[src/rtl/branch_redirect_if.sv]
// rtl/branch_redirect_if.sv - Execute-to-fetch redirect bundle
//
// Purpose: groups the Execute-stage control-transfer inputs and the fetch /
// squash / trap outputs of branch_redirect into one bundle.
// Ports (signals):
//   stall                       global pipeline stall
//   br_valid_ex/jal_ex/jalr_ex  one-hot transfer qualifiers from Execute
//   jump_state_pre              branch compare result
//   curr_pc_ex/imm_ex/rs1data_ex  target operands
//   pc_if                       fetch PC
//   flush_if_de/flush_de_ex     wrong-path squash
//   trap_misalign/trap_tval     misaligned-target trap pulse and value
//   redirect_cnt                performed redirects
// Modports: master drives the Execute side, slave is the redirect unit.
interface branch_redirect_if #(
  parameter int unsigned XLEN = 32
);
  logic            stall;
  logic            br_valid_ex;
  logic            jal_ex;
  logic            jalr_ex;
  logic            jump_state_pre;
  logic [XLEN-1:0] curr_pc_ex;
  logic [XLEN-1:0] imm_ex;
  logic [XLEN-1:0] rs1data_ex;
  logic [XLEN-1:0] pc_if;
  logic            flush_if_de;
  logic            flush_de_ex;
  logic            trap_misalign;
  logic [XLEN-1:0] trap_tval;
  logic [31:0]     redirect_cnt;

  modport master (
    output stall, br_valid_ex, jal_ex, jalr_ex, jump_state_pre,
           curr_pc_ex, imm_ex, rs1data_ex,
    input  pc_if, flush_if_de, flush_de_ex, trap_misalign, trap_tval,
           redirect_cnt
  );

  modport slave (
    input  stall, br_valid_ex, jal_ex, jalr_ex, jump_state_pre,
           curr_pc_ex, imm_ex, rs1data_ex,
    output pc_if, flush_if_de, flush_de_ex, trap_misalign, trap_tval,
           redirect_cnt
  );
endinterface

[src/rtl/branch_redirect.sv]
// rtl/branch_redirect.sv - Execute-to-fetch branch resolution and fetch PC owner
//
// Purpose: resolves jumps/branches from Execute, owns the fetch PC, squashes
// the wrong path for FLUSH_CYCLES unstalled cycles after a redirect, and
// raises a one-cycle trap for targets with bit 1 set.
// Ports:
//   clk    rising-edge clock
//   rst_n  asynchronous active-low reset
//   bus    branch_redirect_if.slave (Execute inputs, fetch/flush/trap outputs)
module branch_redirect #(
  parameter int unsigned     XLEN         = 32,
  parameter logic [XLEN-1:0] RESET_VECTOR = '0,
  parameter int unsigned     FLUSH_CYCLES = 2
) (
  input  logic              clk,
  input  logic              rst_n,
  branch_redirect_if.slave  bus
);

  typedef enum logic [1:0] {S_RUN, S_HOLD, S_FLUSH} state_t;

  localparam logic [2:0] FLUSH_LOAD = 3'(FLUSH_CYCLES);

  state_t          state_q, state_d;
  logic [XLEN-1:0] pc_q, tval_q, pend_target;
  logic [XLEN-1:0] sum_br, sum_jalr, target, eff_target;
  logic [2:0]      cnt_q;
  logic [31:0]     rcnt_q;
  logic            trap_q, pend_mis;
  logic            req, mis, eff_mis, act, do_redirect, do_trap, load_pend;

  // Target resolution and action decode. In HOLD the captured target is used
  // so that the Execute inputs are free to change while the pipe is stalled.
  always_comb begin
    sum_br      = bus.curr_pc_ex + bus.imm_ex;
    sum_jalr    = bus.rs1data_ex + bus.imm_ex;
    target      = bus.jalr_ex ? {sum_jalr[XLEN-1:1], 1'b0} : sum_br;
    mis         = target[1];
    req         = (bus.br_valid_ex & bus.jump_state_pre) | bus.jal_ex | bus.jalr_ex;
    eff_target  = (state_q == S_HOLD) ? pend_target : target;
    eff_mis     = (state_q == S_HOLD) ? pend_mis : mis;
    act         = !bus.stall && (((state_q == S_RUN) && req) || (state_q == S_HOLD));
    do_redirect = act && !eff_mis;
    do_trap     = act && eff_mis;
    load_pend   = (state_q == S_RUN) && req && bus.stall;
  end

  // Next-state logic
  always_comb begin
    state_d = state_q;
    case (state_q)
      S_RUN: begin
        if (load_pend)        state_d = S_HOLD;
        else if (do_redirect) state_d = S_FLUSH;
      end
      S_HOLD: begin
        if (!bus.stall)       state_d = do_redirect ? S_FLUSH : S_RUN;
      end
      S_FLUSH: begin
        if (!bus.stall && (cnt_q == 3'd1)) state_d = S_RUN;
      end
      default:                state_d = S_RUN;
    endcase
  end

  // State and datapath registers
  always_ff @(posedge clk or negedge rst_n) begin
    if (!rst_n) begin
      state_q     <= S_RUN;
      pc_q        <= RESET_VECTOR;
      cnt_q       <= 3'd0;
      rcnt_q      <= 32'd0;
      trap_q      <= 1'b0;
      tval_q      <= '0;
      pend_target <= '0;
      pend_mis    <= 1'b0;
    end else begin
      state_q <= state_d;
      trap_q  <= do_trap;
      if (do_trap) tval_q <= eff_target;
      if (load_pend) begin
        pend_target <= target;
        pend_mis    <= mis;
      end
      if ((state_q == S_FLUSH) && !bus.stall) cnt_q <= cnt_q - 3'd1;
      if (do_redirect) begin
        pc_q   <= eff_target;
        rcnt_q <= rcnt_q + 32'd1;
        cnt_q  <= FLUSH_LOAD;
      end else if (!bus.stall) begin
        // Sequential fetch continues on the wrong path during FLUSH and
        // past a trapped (misaligned) transfer.
        pc_q <= pc_q + XLEN'(4);
      end
    end
  end

  // Outputs: flushes decode the registered FLUSH state
  always_comb begin
    bus.flush_if_de   = (state_q == S_FLUSH);
    bus.flush_de_ex   = (state_q == S_FLUSH);
    bus.pc_if         = pc_q;
    bus.trap_misalign = trap_q;
    bus.trap_tval     = tval_q;
    bus.redirect_cnt  = rcnt_q;
  end

endmodule

[src/flat_wrapper.sv]
// flat-port wrapper written by rule: the top's interface ports become plain ports
module branch_redirect_flat 
#(
  parameter int unsigned     XLEN         = 32,
  parameter logic [XLEN-1:0] RESET_VECTOR = '0,
  parameter int unsigned     FLUSH_CYCLES = 2
)
  (clk, rst_n, bus_stall, bus_br_valid_ex, bus_jal_ex, bus_jalr_ex, bus_jump_state_pre, bus_curr_pc_ex, bus_imm_ex, bus_rs1data_ex, bus_pc_if, bus_flush_if_de, bus_flush_de_ex, bus_trap_misalign, bus_trap_tval, bus_redirect_cnt);
  branch_redirect_if #(.XLEN(XLEN)) bus_i ();
  input  logic clk;
  input  logic rst_n;
  input wire logic [$bits(bus_i.stall)-1:0] bus_stall;
  input wire logic [$bits(bus_i.br_valid_ex)-1:0] bus_br_valid_ex;
  input wire logic [$bits(bus_i.jal_ex)-1:0] bus_jal_ex;
  input wire logic [$bits(bus_i.jalr_ex)-1:0] bus_jalr_ex;
  input wire logic [$bits(bus_i.jump_state_pre)-1:0] bus_jump_state_pre;
  input wire logic [$bits(bus_i.curr_pc_ex)-1:0] bus_curr_pc_ex;
  input wire logic [$bits(bus_i.imm_ex)-1:0] bus_imm_ex;
  input wire logic [$bits(bus_i.rs1data_ex)-1:0] bus_rs1data_ex;
  output wire logic [$bits(bus_i.pc_if)-1:0] bus_pc_if;
  output wire logic [$bits(bus_i.flush_if_de)-1:0] bus_flush_if_de;
  output wire logic [$bits(bus_i.flush_de_ex)-1:0] bus_flush_de_ex;
  output wire logic [$bits(bus_i.trap_misalign)-1:0] bus_trap_misalign;
  output wire logic [$bits(bus_i.trap_tval)-1:0] bus_trap_tval;
  output wire logic [$bits(bus_i.redirect_cnt)-1:0] bus_redirect_cnt;
  assign bus_i.stall = bus_stall;
  assign bus_i.br_valid_ex = bus_br_valid_ex;
  assign bus_i.jal_ex = bus_jal_ex;
  assign bus_i.jalr_ex = bus_jalr_ex;
  assign bus_i.jump_state_pre = bus_jump_state_pre;
  assign bus_i.curr_pc_ex = bus_curr_pc_ex;
  assign bus_i.imm_ex = bus_imm_ex;
  assign bus_i.rs1data_ex = bus_rs1data_ex;
  assign bus_pc_if = bus_i.pc_if;
  assign bus_flush_if_de = bus_i.flush_if_de;
  assign bus_flush_de_ex = bus_i.flush_de_ex;
  assign bus_trap_misalign = bus_i.trap_misalign;
  assign bus_trap_tval = bus_i.trap_tval;
  assign bus_redirect_cnt = bus_i.redirect_cnt;
  branch_redirect #(.XLEN(XLEN), .RESET_VECTOR(RESET_VECTOR), .FLUSH_CYCLES(FLUSH_CYCLES)) u_core (.clk(clk), .rst_n(rst_n), .bus(bus_i));
endmodule
[config.mk]
export PLATFORM = sky130hd
export DESIGN_NAME = branch_redirect_flat
export DESIGN_NICKNAME = d
export VERILOG_FILES = /design/src/rtl/branch_redirect_if.sv /design/src/rtl/branch_redirect.sv /design/src/flat_wrapper.sv
export SDC_FILE = /design/constraint.sdc
export NUM_CORES = 1
export LEC_CHECK = 0
export BUFFER_PORTS_ARGS = -buffer_cell sky130_fd_sc_hd__buf_2
export CAP_MARGIN = 20
export CORE_MARGIN = 8
export CORE_UTILIZATION = 57
export CTS_CLUSTER_SIZE = 20
export DETAILED_ROUTE_END_ITERATION = 12
export PLACE_DENSITY = 0.85
export SLEW_MARGIN = 10
export SYNTH_ARGS = -nofsm -noshare
export SYNTH_HDL_FRONTEND = slang
export SYNTH_SLANG_ARGS = --single-unit
[constraint.sdc]
create_clock -name clk -period 2.9 [get_ports clk]
set_input_delay 0.58 -clock clk [delete_from_list [all_inputs] [get_ports clk]]
set_output_delay 0.58 -clock clk [all_outputs]
set_load 0.01 [all_outputs]
# Yosys cells after proc, flatten, opt, wreduce, memory -nomap -nowiden
# Cells that the tools add are included.
dict set report classes {
  n_bitwise 3
  reduce_logical 13
  n_mux 13
  addsub 5
  eq_ne 7
}
# op count
set ops {}
lappend ops {{$mux W32} 4}
lappend ops {{$add A32 B32 Y32} 2}
lappend ops {{$add A32 B1 Y32 const B} 1}
lappend ops {{$add A32 B3 Y32 const B} 1}
lappend ops {{$mux W2} 5}
lappend ops {{$logic_and A1 B1 Y1} 7}
lappend ops {{$mux W3} 2}
lappend ops {{$pmux W2 S3} 1}
lappend ops {{$ne A2 B1 Y1 const B} 2}
lappend ops {{$eq A3 B1 Y1 const B} 1}
lappend ops {{$ne A3 B1 Y1 const B} 1}
lappend ops {{$reduce_and A3 Y1} 1}
lappend ops {{$sub A3 B1 Y3 const B} 1}
lappend ops {{$eq A2 B1 Y1 const B} 1}
lappend ops {{$eq A2 B2 Y1 const B} 1}
lappend ops {{$logic_not A1 Y1} 2}
lappend ops {{$logic_not A2 Y1} 1}
lappend ops {{$ne A2 B2 Y1 const B} 1}
lappend ops {{$or A1 B1 Y1} 2}
lappend ops {{$reduce_bool A2 Y1} 1}
lappend ops {{$and A1 B1 Y1} 1}
lappend ops {{$logic_or A1 B1 Y1} 1}
lappend ops {{$mux W1} 1}
dict set report totals {
  output_inout_bits 99
  in_bits 103
  reg_bits 135
  elab_cells 49
}

# Logic depth before layout (Yosys ltp)
dict set report logic_depth {
  word_depth 10
  depth_mapped 11
  ltp_nobuf 11
}

# Worst setup path before layout
# OpenSTA, ideal clock, no wires.
dict set report synth_path {
  path_kind {input to register}
  startpoint {in bus_imm_ex[0]}
  endpoint {reg u_core.tval_q[30], in the netlist u_core.bus.trap_tval[30]}
  stages 11
  slack_ps -542
  required_ps 2761
  t_arrival_ps 3303
  setup_ps 139
  n_path_buf 0
  cell_sequence {ha_1 > fa_1 > a21o_1 > a221o_1 > o211ai_1 > a21oi_1 > a211o_1 > a211oi_1 > mux2_2 > nor4_1 > o21ai_0}
}
dict set report synth_via {
  elab_chain_cells 4
  elab_cells_between_ends 6
  classes_between {add/sub (2); mux (3); reduce/logical (1)}
}
# item line_no
set synth_rtl {}
lappend synth_rtl {{start, declared} flat_wrapper.sv:18} ;# input wire logic [$bits(bus_i.imm_ex)-1:0] bus_imm_ex;
lappend synth_rtl {{$add A32 B32 Y32 (on tied branches)} {branch_redirect.sv:35, branch_redirect.sv:36}}
lappend synth_rtl {{$mux W32 *} branch_redirect.sv:37} ;# target = bus.jalr_ex ? {sum_jalr[XLEN-1:1], 1'b0} : sum_br;
lappend synth_rtl {{$mux W1} branch_redirect.sv:41} ;# eff_mis = (state_q == S_HOLD) ? pend_mis : mis;
lappend synth_rtl {{$logic_and A1 B1 Y1} branch_redirect.sv:44} ;# do_trap = act && eff_mis;
lappend synth_rtl {{end signal, assigned} branch_redirect.sv:80} ;# if (do_trap) tval_q <= eff_target;
lappend synth_rtl {{end, declared} branch_redirect.sv:25} ;# logic [XLEN-1:0] pc_q, tval_q, pend_target;
# Mark *: on every way between the ends. The rest lies on a longest branch, timed or not.
# A chain may end at the register's enable or synchronous reset.

# Worst setup path in the final report
dict set report layout_path {
  startpoint {in bus_imm_ex[0]}
  endpoint {reg u_core.rcnt_q[22], in the netlist u_core.bus.redirect_cnt[22]}
}
dict set report layout_via {
  elab_chain_cells 5
  elab_cells_between_ends 6
  classes_between {add/sub (2); mux (2); reduce/logical (2)}
}
# item line_no
set layout_rtl {}
lappend layout_rtl {{$add A32 B32 Y32 (on tied branches)} {branch_redirect.sv:35, branch_redirect.sv:36}}
lappend layout_rtl {{$mux W32 *} branch_redirect.sv:37}
lappend layout_rtl {{$mux W1 *} branch_redirect.sv:41}
lappend layout_rtl {{$logic_not A1 Y1 *} branch_redirect.sv:43} ;# do_redirect = act && !eff_mis;
lappend layout_rtl {{$logic_and A1 B1 Y1 *} branch_redirect.sv:43}
lappend layout_rtl {{end signal, assigned} branch_redirect.sv:88} ;# rcnt_q <= rcnt_q + 32'd1;
lappend layout_rtl {{end, declared} branch_redirect.sv:28} ;# logic [31:0] rcnt_q;
# Marks and branches as above.

==> flow_metrics.env <==
export IMPL_synth_compound_area_share_pct=24.1
export IMPL_power_density_nw_per_um2=729
export IMPL_antenna_found_initial=0
export IMPL_ir_drop_v=0.000670
export IMPL_fin_util_pct=83.4
export IMPL_vias=11700
export IMPL_hold_ws_ps=142
export IMPL_dr_first_iter_drc_count=1621
export IMPL_status="finished, violations left"
export IMPL_ant_nets=0
export IMPL_synth_ff_type="dfrtp_1"
export IMPL_critPathRequiredTime_ps=3210
export IMPL_areaGrowthSynthToFinish_pct=43.7
export IMPL_syn_inst=1193
export IMPL_use_met2_pct=51.3
export IMPL_routed_via_density=6.43
export IMPL_yosysUniqueCellTypes=72
export IMPL_drive_above_1_share_pct=36.7
export IMPL_worstPathArrival_ps=3530
export IMPL_crit_path_end_kind="flop"
export IMPL_final_nets=1747
export IMPL_synth_xor_area_share_pct=6.92
export IMPL_grt_overflow=0
export IMPL_hpwl_um=25200
export IMPL_clk_pin_slew_ps=60
export IMPL_startpoint_type="primary input"
export IMPL_drc=0
export IMPL_failed_checks="setup timing"
export IMPL_setup_violations=52
export IMPL_cap_violations=0
export IMPL_grt_setup_unrepaired="yes"
export IMPL_grtUsageMet3_pct=5.59
export IMPL_syn_area_per_cell_um2=8.38
export IMPL_ys_ff_latch=134
export IMPL_grt_pass1_wl_um=55400
export IMPL_crit_fanout=3
export IMPL_synthAdderAreaFrac_pct=8.53
export IMPL_ff2ff_path_depth=8
export IMPL_grtUsageMet1_pct=38.2
export IMPL_ys_seq_area_share_pct=33.5
export IMPL_period_needed_ps=3220
export IMPL_grt_use_total_pct=30.8
export IMPL_cts_sinks=134
export IMPL_die_area_um2=22000
export IMPL_cts_buffer_depth=2
export IMPL_finalPower_mw=10.5
export IMPL_numPortBuffers=201
export IMPL_insertedDiodeCount=0
export IMPL_slew_headroom_pct=41.3
export IMPL_top_usage_layer="met2"
export IMPL_die_height_um=148
export IMPL_wl_per_cell_um=21.3
export IMPL_initial_core_util_pct=58.0
export IMPL_syn_nets=1363
export IMPL_final_common_cell="buf_2"
export IMPL_clk_latency_ps=430
export IMPL_final_cell_mix="buf_2, buf_4, dfrtp_1, nand2_1, a21oi_1"
export IMPL_synth_mux_area_share_pct=3.83
export IMPL_reg2reg_to="u_core.bus.pc_if[31]"
export IMPL_synthArstFlopShare_pct=100
export IMPL_synth_top_family_by_area="compound AO/OA/AOI/OAI gates"
export IMPL_synth_edff_count=0
export IMPL_clock_fmax_ghz=0.311
export IMPL_hold_buffers=0
export IMPL_leakage_nw=7.08
export IMPL_io_pins=202
export IMPL_grt_max_degree=65
export IMPL_coreArea_um2=17200
export IMPL_htree_levels=4
export IMPL_cts_root_buffer="clkbuf_16"
export IMPL_ff2ff_setup_slack_ps=-30
export IMPL_fin_setup_tns_ps=-6270
export IMPL_drt_pre_antenna_iters=6
export IMPL_critical_path_class="in -> reg"
export IMPL_final_setup_worst_slack_ps=-316
export IMPL_hold_class="in -> async"
export IMPL_worst_pin_slew_ps=877
export IMPL_cts_tree="done"
export IMPL_die_width_um=148
export IMPL_finClkSkew_ps=6.89
export IMPL_synth_simple_area_share_pct=20.2
export IMPL_drv_slew=0
export IMPL_hold_viol_final=0
export IMPL_fp_row_count=48
export IMPL_cts_buffers=17
export IMPL_fin_crit_sh_pct=111
export IMPL_first_global_vias=11200
export IMPL_gp_congestion=0.924
export IMPL_wl_um=38700
export IMPL_worstReg2RegStart="u_core.bus.pc_if[2]"
export IMPL_synthesis_area_um2=10000
export IMPL_yosysWarningCount=0
repair_timing:
action                                  CTS  global route
gates resized for setup                  49           130
endpoints found under the hold margin     0             0
endpoints found under the setup margin   49            83
setup buffers                             9            23
pin swaps                                31            65
cloned                                    2             3
stage by stage:
| step | instances | setup slack [ps] | instance area [um^2] |
|---|---|---|---|
| after floorplan | 1193 | -364 | 10100 |
| after global placement | 1751 | -610 | 12600 |
| after global routing | 1815 | -387 | 14400 |
| final | 1815 | -316 | 14400 |
| after detailed placement | 1751 | -759 | 12600 |
| after CTS | 1794 | -272 | 13500 |
where the power goes:
| group | switching, mW | internal, mW |
|---|---|---|
| clock | 0.893 | 1.38 |
| combinational | 2.72 | 2.16 |
| sequential | 0.750 | 2.57 |
state kept, by name (all words and copies together) (netlist names):
signal / flops
u_core.cnt_q: 3
u_core.pend_target: 32
u_core.bus.pc_if: 32
u_core.state_q: 2
u_core.bus.trap_tval: 32
u_core.bus.redirect_cnt: 32
u_core.bus.trap_misalign: 1
cells in the mapped netlist, drive strengths merged (11+ instances only):
library cell | count | area, um^2
nand3 | 35 | 175
a31oi | 15 | 93.8
o22ai | 13 | 81.3
a21oi | 118 | 602
inv | 19 | 71.3
clkbuf | 46 | 173
nand2 | 139 | 522
a21o | 46 | 345
or3 | 13 | 81.3
mux2 | 15 | 173
dfrtp | 134 | 3350
nand2b | 13 | 83.8
nor2 | 103 | 387
mux2i | 21 | 210
nor3 | 24 | 130
nor2b | 11 | 68.8
nand4 | 21 | 138
o21ai | 96 | 480
xor2 | 31 | 272
ha | 65 | 813
xnor2 | 48 | 420
and3 | 28 | 175
routing by layer:
metal  share of wire, %  vias up
met5                  0        -
met2                 48      904
li1                   -     5145
met4                5.5        0
met1                 36     5410
met3                9.8      208
worst max-delay path: stages:
cell,delay [ps]
buf_8,100
buf_4,120
and2_4,150
fa_2,400
mux2_4,290
or4_4,450
a21o_1,220
or2_4,280
nor3b_4,300
nand2b_4,120
buf_6,140
nor2_4,120
nand2_2,90
xnor2_1,150
kinds of logic (layout without fill, tap and decap cells):
logic type               count (synthesis)  after routing
AO/OA/AOI/OAI                          383            383
buffers and inverters                   74            471
flip-flops                             134            134
AND/OR/NAND/NOR                        420            420
adder cells (fa/ha/maj)                 67             67
XOR/XNOR                                79             79
multiplexers                            36             36
layout make-up:
type / instances / area [um^2]
Timing Repair Buffer: 420 / 2940
Sequential cell: 134 / 3350
Clock buffer: 18 / 439
Fill cell: 958 / 2870
Tap cell: 225 / 282
Inverter: 19 / 71.3
Clock inverter: 14 / 178
Multi-Input combinational cell: 985 / 7100
worst max path at each step:
stage                        from                          end  slack [ps]  cells after the start
CTS                 bus_imm_ex[0]         u_core.bus.pc_if[30]        -270                     13
global placement    bus_imm_ex[0]     u_core.bus.trap_tval[30]        -610                     13
finish              bus_imm_ex[0]  u_core.bus.redirect_cnt[22]        -320                     14
floorplan           bus_imm_ex[0]     u_core.bus.trap_tval[30]        -360                     11
detailed placement  bus_imm_ex[0]     u_core.bus.trap_tval[30]        -760                     13
global route        bus_imm_ex[0]         u_core.bus.pc_if[30]        -390                     13
Power figures use the tool's default switching activity.
